**src/rtl/bullet_launcher_if.sv**
```systemverilog
// Bus between the bullet launcher and its surroundings: fire/steering inputs,
// the VGA pixel probe, and the published bullet coordinates and status.
interface bullet_launcher_if;
    logic       refresh_tick;
    logic       fire;
    logic [9:0] x_shooter;
    logic [9:0] y_shooter;
    logic [1:0] dir;
    logic       hit;
    logic [9:0] x;
    logic [9:0] y;
    logic [9:0] x_bullet;
    logic [9:0] y_bullet;
    logic       bullet_on;
    logic       busy;
    logic       exploding;
    logic       fired;

    modport master (
        output refresh_tick, fire, x_shooter, y_shooter, dir, hit, x, y,
        input  x_bullet, y_bullet, bullet_on, busy, exploding, fired
    );

    modport slave (
        input  refresh_tick, fire, x_shooter, y_shooter, dir, hit, x, y,
        output x_bullet, y_bullet, bullet_on, busy, exploding, fired
    );
endinterface

```
**src/rtl/bullet_launcher.sv**
```systemverilog
// Launches, moves and retires one 4x4 projectile per shooter; publishes its
// coordinates for hit detection and a per-pixel bullet_on for the VGA mux.
module bullet_launcher #(
    parameter int SPEED          = 4,
    parameter int X_MAX          = 639,
    parameter int Y_MAX          = 479,
    parameter int EXPLODE_TICKS  = 4,
    parameter int COOLDOWN_TICKS = 8,
    parameter int PARK_X         = 700,
    parameter int PARK_Y         = 500
) (
    input  logic               clk_50MHz,
    input  logic               reset,
    bullet_launcher_if.slave   bus
);

    localparam logic [1:0] IDLE    = 2'd0;
    localparam logic [1:0] FLYING  = 2'd1;
    localparam logic [1:0] EXPLODE = 2'd2;

    localparam int TICK_W = $clog2(EXPLODE_TICKS + 1);
    localparam int COOL_W = $clog2(COOLDOWN_TICKS + 1);

    localparam logic signed [11:0] SPEED_S = 12'(SPEED);
    localparam logic signed [11:0] X_LIM   = 12'(X_MAX - 3);
    localparam logic signed [11:0] Y_LIM   = 12'(Y_MAX - 3);
    localparam logic [9:0]         PARK_XV = 10'(PARK_X);
    localparam logic [9:0]         PARK_YV = 10'(PARK_Y);

    logic [1:0]        state_reg, state_next;
    logic [9:0]        x_bullet_reg, x_bullet_next;
    logic [9:0]        y_bullet_reg, y_bullet_next;
    logic              fired_reg, fired_next;
    logic [1:0]        dir_reg, dir_next;
    logic [TICK_W-1:0] tick_reg, tick_next;
    logic [COOL_W-1:0] cool_reg, cool_next;

    // Candidate carries two spare bits so x+3 near the top of the 10-bit
    // range can never wrap back into the legal window.
    logic signed [11:0] cand_x, cand_y;
    logic               cand_legal;

    always_comb begin
        cand_x = signed'({2'b00, x_bullet_reg});
        cand_y = signed'({2'b00, y_bullet_reg});
        case (dir_reg)
            2'b00:   cand_y = cand_y - SPEED_S;
            2'b01:   cand_x = cand_x + SPEED_S;
            2'b10:   cand_y = cand_y + SPEED_S;
            default: cand_x = cand_x - SPEED_S;
        endcase
        cand_legal = !cand_x[11] && (cand_x <= X_LIM) &&
                     !cand_y[11] && (cand_y <= Y_LIM);
    end

    always_comb begin
        state_next    = state_reg;
        x_bullet_next = x_bullet_reg;
        y_bullet_next = y_bullet_reg;
        fired_next    = 1'b0;
        dir_next      = dir_reg;
        tick_next     = tick_reg;
        cool_next     = cool_reg;
        case (state_reg)
            IDLE: begin
                if (bus.refresh_tick) begin
                    if (cool_reg != '0) begin
                        cool_next = cool_reg - COOL_W'(1);
                    end else if (bus.fire) begin
                        dir_next      = bus.dir;
                        x_bullet_next = bus.x_shooter + 10'd14;
                        y_bullet_next = bus.y_shooter + 10'd14;
                        fired_next    = 1'b1;
                        state_next    = FLYING;
                    end
                end
            end
            FLYING: begin
                // A hit freezes the bullet even if a frame tick lands on the same clock.
                if (bus.hit) begin
                    state_next = EXPLODE;
                    tick_next  = '0;
                end else if (bus.refresh_tick) begin
                    if (cand_legal) begin
                        x_bullet_next = cand_x[9:0];
                        y_bullet_next = cand_y[9:0];
                    end else begin
                        state_next = EXPLODE;
                        tick_next  = '0;
                    end
                end
            end
            EXPLODE: begin
                if (bus.refresh_tick) begin
                    if (tick_reg == TICK_W'(EXPLODE_TICKS - 1)) begin
                        x_bullet_next = PARK_XV;
                        y_bullet_next = PARK_YV;
                        cool_next     = COOL_W'(COOLDOWN_TICKS);
                        tick_next     = '0;
                        state_next    = IDLE;
                    end else begin
                        tick_next = tick_reg + TICK_W'(1);
                    end
                end
            end
            default: state_next = IDLE;
        endcase
    end

    always_ff @(posedge clk_50MHz or negedge reset) begin
        if (!reset) begin
            state_reg    <= IDLE;
            x_bullet_reg <= PARK_XV;
            y_bullet_reg <= PARK_YV;
            fired_reg    <= 1'b0;
            dir_reg      <= 2'b00;
            tick_reg     <= '0;
            cool_reg     <= '0;
        end else begin
            state_reg    <= state_next;
            x_bullet_reg <= x_bullet_next;
            y_bullet_reg <= y_bullet_next;
            fired_reg    <= fired_next;
            dir_reg      <= dir_next;
            tick_reg     <= tick_next;
            cool_reg     <= cool_next;
        end
    end

    logic [10:0] px, py, bx, by;
    always_comb begin
        px = {1'b0, bus.x};
        py = {1'b0, bus.y};
        bx = {1'b0, x_bullet_reg};
        by = {1'b0, y_bullet_reg};
    end

    assign bus.bullet_on = (state_reg != IDLE) &&
                           (px >= bx) && (px <= bx + 11'd3) &&
                           (py >= by) && (py <= by + 11'd3);
    assign bus.x_bullet  = x_bullet_reg;
    assign bus.y_bullet  = y_bullet_reg;
    assign bus.busy      = (state_reg != IDLE);
    assign bus.exploding = (state_reg == EXPLODE);
    assign bus.fired     = fired_reg;

endmodule

```
**src/flat_wrapper.sv**
```systemverilog
// flat-port wrapper written by rule: the top's interface ports become plain ports
module bullet_launcher_flat 
#(
    parameter int SPEED          = 4,
    parameter int X_MAX          = 639,
    parameter int Y_MAX          = 479,
    parameter int EXPLODE_TICKS  = 4,
    parameter int COOLDOWN_TICKS = 8,
    parameter int PARK_X         = 700,
    parameter int PARK_Y         = 500
)
  (clk_50MHz, reset, bus_refresh_tick, bus_fire, bus_x_shooter, bus_y_shooter, bus_dir, bus_hit, bus_x, bus_y, bus_x_bullet, bus_y_bullet, bus_bullet_on, bus_busy, bus_exploding, bus_fired);
  bullet_launcher_if bus_i ();
  input  logic clk_50MHz;
  input  logic reset;
  input wire logic [$bits(bus_i.refresh_tick)-1:0] bus_refresh_tick;
  input wire logic [$bits(bus_i.fire)-1:0] bus_fire;
  input wire logic [$bits(bus_i.x_shooter)-1:0] bus_x_shooter;
  input wire logic [$bits(bus_i.y_shooter)-1:0] bus_y_shooter;
  input wire logic [$bits(bus_i.dir)-1:0] bus_dir;
  input wire logic [$bits(bus_i.hit)-1:0] bus_hit;
  input wire logic [$bits(bus_i.x)-1:0] bus_x;
  input wire logic [$bits(bus_i.y)-1:0] bus_y;
  output wire logic [$bits(bus_i.x_bullet)-1:0] bus_x_bullet;
  output wire logic [$bits(bus_i.y_bullet)-1:0] bus_y_bullet;
  output wire logic [$bits(bus_i.bullet_on)-1:0] bus_bullet_on;
  output wire logic [$bits(bus_i.busy)-1:0] bus_busy;
  output wire logic [$bits(bus_i.exploding)-1:0] bus_exploding;
  output wire logic [$bits(bus_i.fired)-1:0] bus_fired;
  assign bus_i.refresh_tick = bus_refresh_tick;
  assign bus_i.fire = bus_fire;
  assign bus_i.x_shooter = bus_x_shooter;
  assign bus_i.y_shooter = bus_y_shooter;
  assign bus_i.dir = bus_dir;
  assign bus_i.hit = bus_hit;
  assign bus_i.x = bus_x;
  assign bus_i.y = bus_y;
  assign bus_x_bullet = bus_i.x_bullet;
  assign bus_y_bullet = bus_i.y_bullet;
  assign bus_bullet_on = bus_i.bullet_on;
  assign bus_busy = bus_i.busy;
  assign bus_exploding = bus_i.exploding;
  assign bus_fired = bus_i.fired;
  bullet_launcher #(.SPEED(SPEED), .X_MAX(X_MAX), .Y_MAX(Y_MAX), .EXPLODE_TICKS(EXPLODE_TICKS), .COOLDOWN_TICKS(COOLDOWN_TICKS), .PARK_X(PARK_X), .PARK_Y(PARK_Y)) u_core (.clk_50MHz(clk_50MHz), .reset(reset), .bus(bus_i));
endmodule
```
**config.mk**
```make
export PLATFORM = sky130hd
export DESIGN_NAME = bullet_launcher_flat
export DESIGN_NICKNAME = d
export VERILOG_FILES = /design/src/rtl/bullet_launcher_if.sv /design/src/rtl/bullet_launcher.sv /design/src/flat_wrapper.sv
export SDC_FILE = /design/constraint.sdc
export NUM_CORES = 1
export LEC_CHECK = 0
export BUFFER_PORTS_ARGS = -buffer_cell sky130_fd_sc_hd__clkbuf_2
export CAP_MARGIN = 20
export CORE_ASPECT_RATIO = 0.8
export CORE_UTILIZATION = 45
export CTS_CLUSTER_SIZE = 30
export DETAILED_ROUTE_END_ITERATION = 16
export PLACE_DENSITY_LB_ADDON = 0.15
export SKIP_LAST_GASP = 1
export SLEW_MARGIN = 20
export SYNTH_ARGS = -nofsm -noshare
export SYNTH_HDL_FRONTEND = slang
export SYNTH_SLANG_ARGS = --single-unit
```
**constraint.sdc**
```tcl
create_clock -name clk_50MHz -period 3.1 [get_ports clk_50MHz]
set_input_delay 0.31 -clock clk_50MHz [delete_from_list [all_inputs] [get_ports clk_50MHz]]
set_output_delay 0.31 -clock clk_50MHz [all_outputs]
set_load 0.05 [all_outputs]
```
; Yosys cells after proc, flatten, opt, wreduce, memory -nomap -nowiden
; Cells that the tools add are included.
[op_classes]
eq_ne = 16
add_sub_neg = 10
reduce_logical = 22
muxes = 44
order_cmp = 6
bitwise = 1
[op_table]
columns = operator, n
row1 = $mux 10, 16
row2 = $pmux 10 s3, 2
row3 = $pmux 12 s2, 2
row4 = $add 10x2->11 const B, 2
row5 = $add 10x3->11 const B, 2
row6 = $le 10x11->1, 2
row7 = $sub 10x3->11 const B, 2
row8 = $add 10x4->10 const B, 2
row9 = $ge 10x10->1, 2
row10 = $mux 2, 8
row11 = $mux 4, 4
row12 = $mux 3, 5
row13 = $le 12x10->1 const B, 1
row14 = $le 12x11->1 const B, 1
row15 = $ne 2x2->1 const B, 6
row16 = $reduce_and 9->1, 1
row17 = $pmux 4 s2, 1
row18 = $reduce_and 4->1, 2
row19 = $logic_and 1x1->1, 7
row20 = $reduce_and 7->1, 1
row21 = $ne 2x1->1 const B, 3
row22 = $ne 3x3->1 const B, 2
row23 = $pmux 2 s3, 1
row24 = $pmux 3 s2, 1
row25 = other kinds (14), 23
[totals]
out_inout_bits = 24
input_bits = 47
wordCells = 106
ff_bits = 32

; Longest topological paths before layout
[depth]
depth_word = 11
mapped_depth = 12
depth_no_buf = 12

; Worst setup path after synthesis
; Ideal clock, no wire load.
[synth_timing]
kind = reg-to-output
start = reg u_core.y_bullet_reg[3], in the netlist u_core.bus.y_bullet[3]
end = out bus_bullet_on
path_slack_ns = -1.006
path_stages_with_launch = 11
path_buffers = 0
t_required_ns = 2.790
arrival_ns = 3.796
cell_sequence = dfrtp_1 > ha_1 > nor2b_1 > nand3_1 > xnor2_1 > ha_1 > and4_1 > a211oi_1 > o211ai_1 > a221oi_1 > nor3b_1
[synth_between]
elab_chain_cells = 3
word_cells_on_any_way = 5
cone_classes = add/sub (1) / order compare (2) / reduce/logical (2)
[synth_rtl]
columns = item, line_no
row1 = "start, declared", bullet_launcher.sv:32  ; logic [9:0] y_bullet_reg, y_bullet_next;
row2 = "start signal, assigned", bullet_launcher.sv:122  ; y_bullet_reg <= y_bullet_next;
row3 = $add 10x2->11 or $ge 10x10->1 (tied branches), bullet_launcher.sv:140  ; (py >= by) && (py <= by + 11'd3);
row4 = $le 10x11->1 or $logic_and 1x1->1 (tied branches), "bullet_launcher.sv:140, bullet_launcher.sv:139"
row5 = $logic_and 1x1->1 *, bullet_launcher.sv:140
row6 = "end, declared", flat_wrapper.sv:26  ; output wire logic [$bits(bus_i.bullet_on)-1:0] bus_bullet_on;
; Mark *: on every way between the ends. The rest lies on a longest branch, timed or not.

; Worst setup path after layout
[layout_timing]
start = reg u_core.y_bullet_reg[2], in the netlist u_core.bus.y_bullet[2]
end = out bus_bullet_on
; The elaborated chain is that of the path after synthesis.

==> results.py <==
metrics = {
    "status": {
        "violations": "setup timing",
        "status": "complete, but fails checks",
    },
    "synthesis": {
        "netlist_area_sq_um": 3700,
        "syn_avg_cell_area_sq_um": 8.10,
        "ys_seq_elements": 32,
        "async_flop_share_pct": 100,
        "synthesis.nets": 559,
        "ys_warn_count": 0,
        "synth_largest_area_cell": "ha_1",
        "yosys-top-cells-area": "ha_1 19%, dfrtp_1 14%, dfstp_2 8.5%",
        "yosysSeqAreaShare_pct": 22.0,
        "synth.distinct_cells": 56,
        "synth-edff-count": 0,
        "synth_ff_type": "dfrtp_1",
        "yosysTopAreaCellShare_pct": 18.6,
        "synthCells": 457,
    },
    "setup_path": {
        "critPathArrivalTime_ns": 2.92,
        "crit_chain": "ha_4 -> nor2b_4 -> nand3_2 -> xnor2_2 -> ha_1 -> and4_1 -> nand2_1 -> nor2_1 -> a21oi_1 -> a221oi_2 -> nor3b_4 -> buf_12",
        "cp_top_family": "simple AND/OR/NAND/NOR gates",
        "crit_fanout": 6,
        "path_buf_inv": 1,
        "rr_worst_depth": 11,
        "worstPathRequired_ns": 2.79,
        "crit_path_max_incr_delay_ns": 0.66,
        "crit_type": "reg -> out",
        "start_kind": "register",
        "cp_slowest_cell": "dfstp_4",
        "endpoint_kind": "output port",
        "crit_cells": 12,
    },
    "finish": {
        "design_area_sq_um": 4510,
        "area.growth.synth_to_final_pct": 21.8,
        "drive_gt1_share_pct": 26.4,
        "num-nets-final": 643,
        "diodes": 0,
    },
    "job": {
        "drv_cap": 0,
    },
    "power": {
        "p_int_uw": 2210,
        "peakVddDrop_v": 0.000686,
        "p_clk_share_pct": 6.8,
        "pwr-share-seq_pct": 19.5,
        "power.density_nw_per_um2": 1090,
        "p_leak_uw": 0.00197,
        "p_sw_uw": 2700,
        "swShare_pct": 55.0,
        "combinationalPowerShare_pct": 73.7,
    },
    "cts": {
        "cts.htree.levels": 2,
        "clk_pin_slew_ns": 0.07,
        "cts_tree": "built",
        "cts_buffer_depth": 2,
        "cts_sinks": 32,
        "root_buffer": "clkbuf_8",
        "cts_buffers": 5,
        "clk_latency_ns": 0.28,
    },
    "drt": {
        "drc": 0,
        "drtIter0Drc": 215,
        "routed_wl_um": 10300,
        "wl_per_cell_um": 15.8,
        "via_per_inst": 5.64,
        "antenna_left": 0,
        "dr.pass1.iters": 5,
        "vias": 3664,
    },
    "die": {
        "die_y_um": 83.1,
        "dieWidth_um": 103,
        "initial_core_util_pct": 46.6,
        "die_area_sq_um": 8600,
        "boundaryPins": 71,
        "core_area_sq_um": 7950,
        "num_rows": 29,
    },
    "place": {
        "placed_cell_area_sq_um": 4300,
        "gp_congestion": 0.863,
        "io_buffer_count": 70,
        "dp_hpwl_um": 8290,
        "dpl_worst_slack_ns": 0.0391,
    },
    "sta": {
        "finalCriticalPeriod_ns": 3.23,
        "period_share_pct": 104,
        "setup_viol": 1,
        "hold_violations": 0,
        "worst_pin_slew_ns": 0.861,
        "max_freq_mhz": 309,
        "slew_headroom_pct": 42.6,
        "drv_slew": 0,
        "setup_slack_ns": -0.135,
        "rsz0062_at_grt": "true",
        "finClkSkew_ns": 0.00670,
    },
    "grt": {
        "grt_pass1_vias": 3402,
        "antenna_found_initial": 0,
        "grt_pass1_wl_um": 16800,
        "gr-usage-all-layers_pct": 25.0,
        "gr-total-overflow": 0,
        "grt_max_degree": 33,
    },
    "worst_hold_path": {
        "hp-class": "in -> async",
    },
}
## power by group through the flow
stage          logic (uW)  registers (uW)  clock network (uW)
5_1_grt              3980             984                 367
3_5_place_dp         3430             990                   0
6_report             3620             958                 335
4_1_cts              3530             960                 348
2_1_floorplan        2230            1270                   0
3_3_place_gp         3380             983                   0
## routing by layer
metal	wire [um]	global-route usage, %	part of all wire, %
met1	5280	39.4	51
met2	4380	36.1	43
met3	569	3.79	5.5
met4	34	4.10	0.33
met5	0	0	0
## worst paths after layout
kind,slack (ns),from,to
hold reg to reg,0.49,u_core.cool_reg[3]$_DFFE_PN0P_,u_core.cool_reg[3]$_DFFE_PN0P_
hold / removal,0.12,reset,u_core.bus.fired$_DFF_PN0_
min in group clk_50MHz,0.24,bus_y_shooter[1],u_core.bus.y_bullet[1]$_DFFE_PN0P_
max in group asynchronous,2.37,reset,u_core.bus.y_bullet[0]$_DFFE_PN0P_
setup / recovery,-0.13,u_core.bus.y_bullet[2]$_DFFE_PN1P_,bus_bullet_on
setup reg to reg,0.10,u_core.bus.y_bullet[2]$_DFFE_PN1P_,u_core.tick_reg[0]$_DFFE_PN0P_
## placed cells by master, fill, tap and decap left out, types with 5 or more instances in the layout
cell type   n
nor3_1      8
nand3_1    15
a31oi_1     7
o21a_1      6
nor4_1      5
nor2_1     25
xnor2_1    29
buf_4      27
o21ai_0    38
dfrtp_1    17
nand4_1    12
a21oi_1    23
clkbuf_8    6
o211ai_1    9
nand2_1    32
ha_1       53
nor2b_1     5
nand2b_1    5
dfstp_2    11
inv_1      39
mux2i_1     5
xor2_1      9
clkbuf_2   69
## cells in the mapped netlist (4+ instances only)
| cell | number |
|---|---|
| dfrtp_1 | 20 |
| mux2i_1 | 5 |
| xnor2_1 | 31 |
| o21a_1 | 6 |
| a21boi_0 | 4 |
| buf_2 | 8 |
| o211ai_1 | 9 |
| o21ai_0 | 39 |
| a22o_1 | 4 |
| clkbuf_1 | 9 |
| or3_1 | 4 |
| nor4_1 | 5 |
| a211oi_1 | 6 |
| a21oi_1 | 24 |
| xor2_1 | 9 |
| dfstp_2 | 12 |
| nor3_1 | 9 |
| nor2_1 | 27 |
| nand2b_1 | 5 |
| inv_1 | 39 |
| o32ai_1 | 4 |
| nand4_1 | 12 |
| ha_1 | 55 |
| nand2_1 | 34 |
| nor2b_1 | 6 |
| a31oi_1 | 7 |
| nand3_1 | 18 |
## logic make-up after synthesis
kind of cell               Yosys count  synth area share [%]
and+or+nand+nor                    135                  18.8
buffers and inverters               60                  6.66
xor gates and xnor gates            40                  9.46
DFF                                 32                  22.0
adders and majority gates           55                  18.6
muxes                                8                  2.26
AOI/OAI and AO/OA                  127                  22.2
## stage by stage
step	cells	power, uW	util [%]	hold WS [ns]	TNS [ns]
2_1_floorplan	457	3500	-	0.0144	-0.0650
3_3_place_gp	635	4360	54.1	0.453	0
3_5_place_dp	635	4420	54.1	0.449	0
4_1_cts	647	4840	56.1	0.137	-0.164
5_1_grt	650	5330	56.8	0.182	-0.323
6_report	650	4920	56.8	0.121	-0.135
## what timing repair did
item | CTS | global route
pin swaps | 4 | 6
setup buffers | 4 | 3
hold buffers | 0 | 0
endpoints found under the setup margin | 1 | 3
resized for setup | 7 | 8
## final cells by class
class                           instances  area (sq um)
Timing Repair Buffer                   97           568
Tap cell                              108           135
Fill cell                             787          3440
Clock buffer                            8          90.1
Multi-Input combinational cell        365          2740
Sequential cell                        32           823
Inverter                               40           150
(Power assumes the default switching activity.)
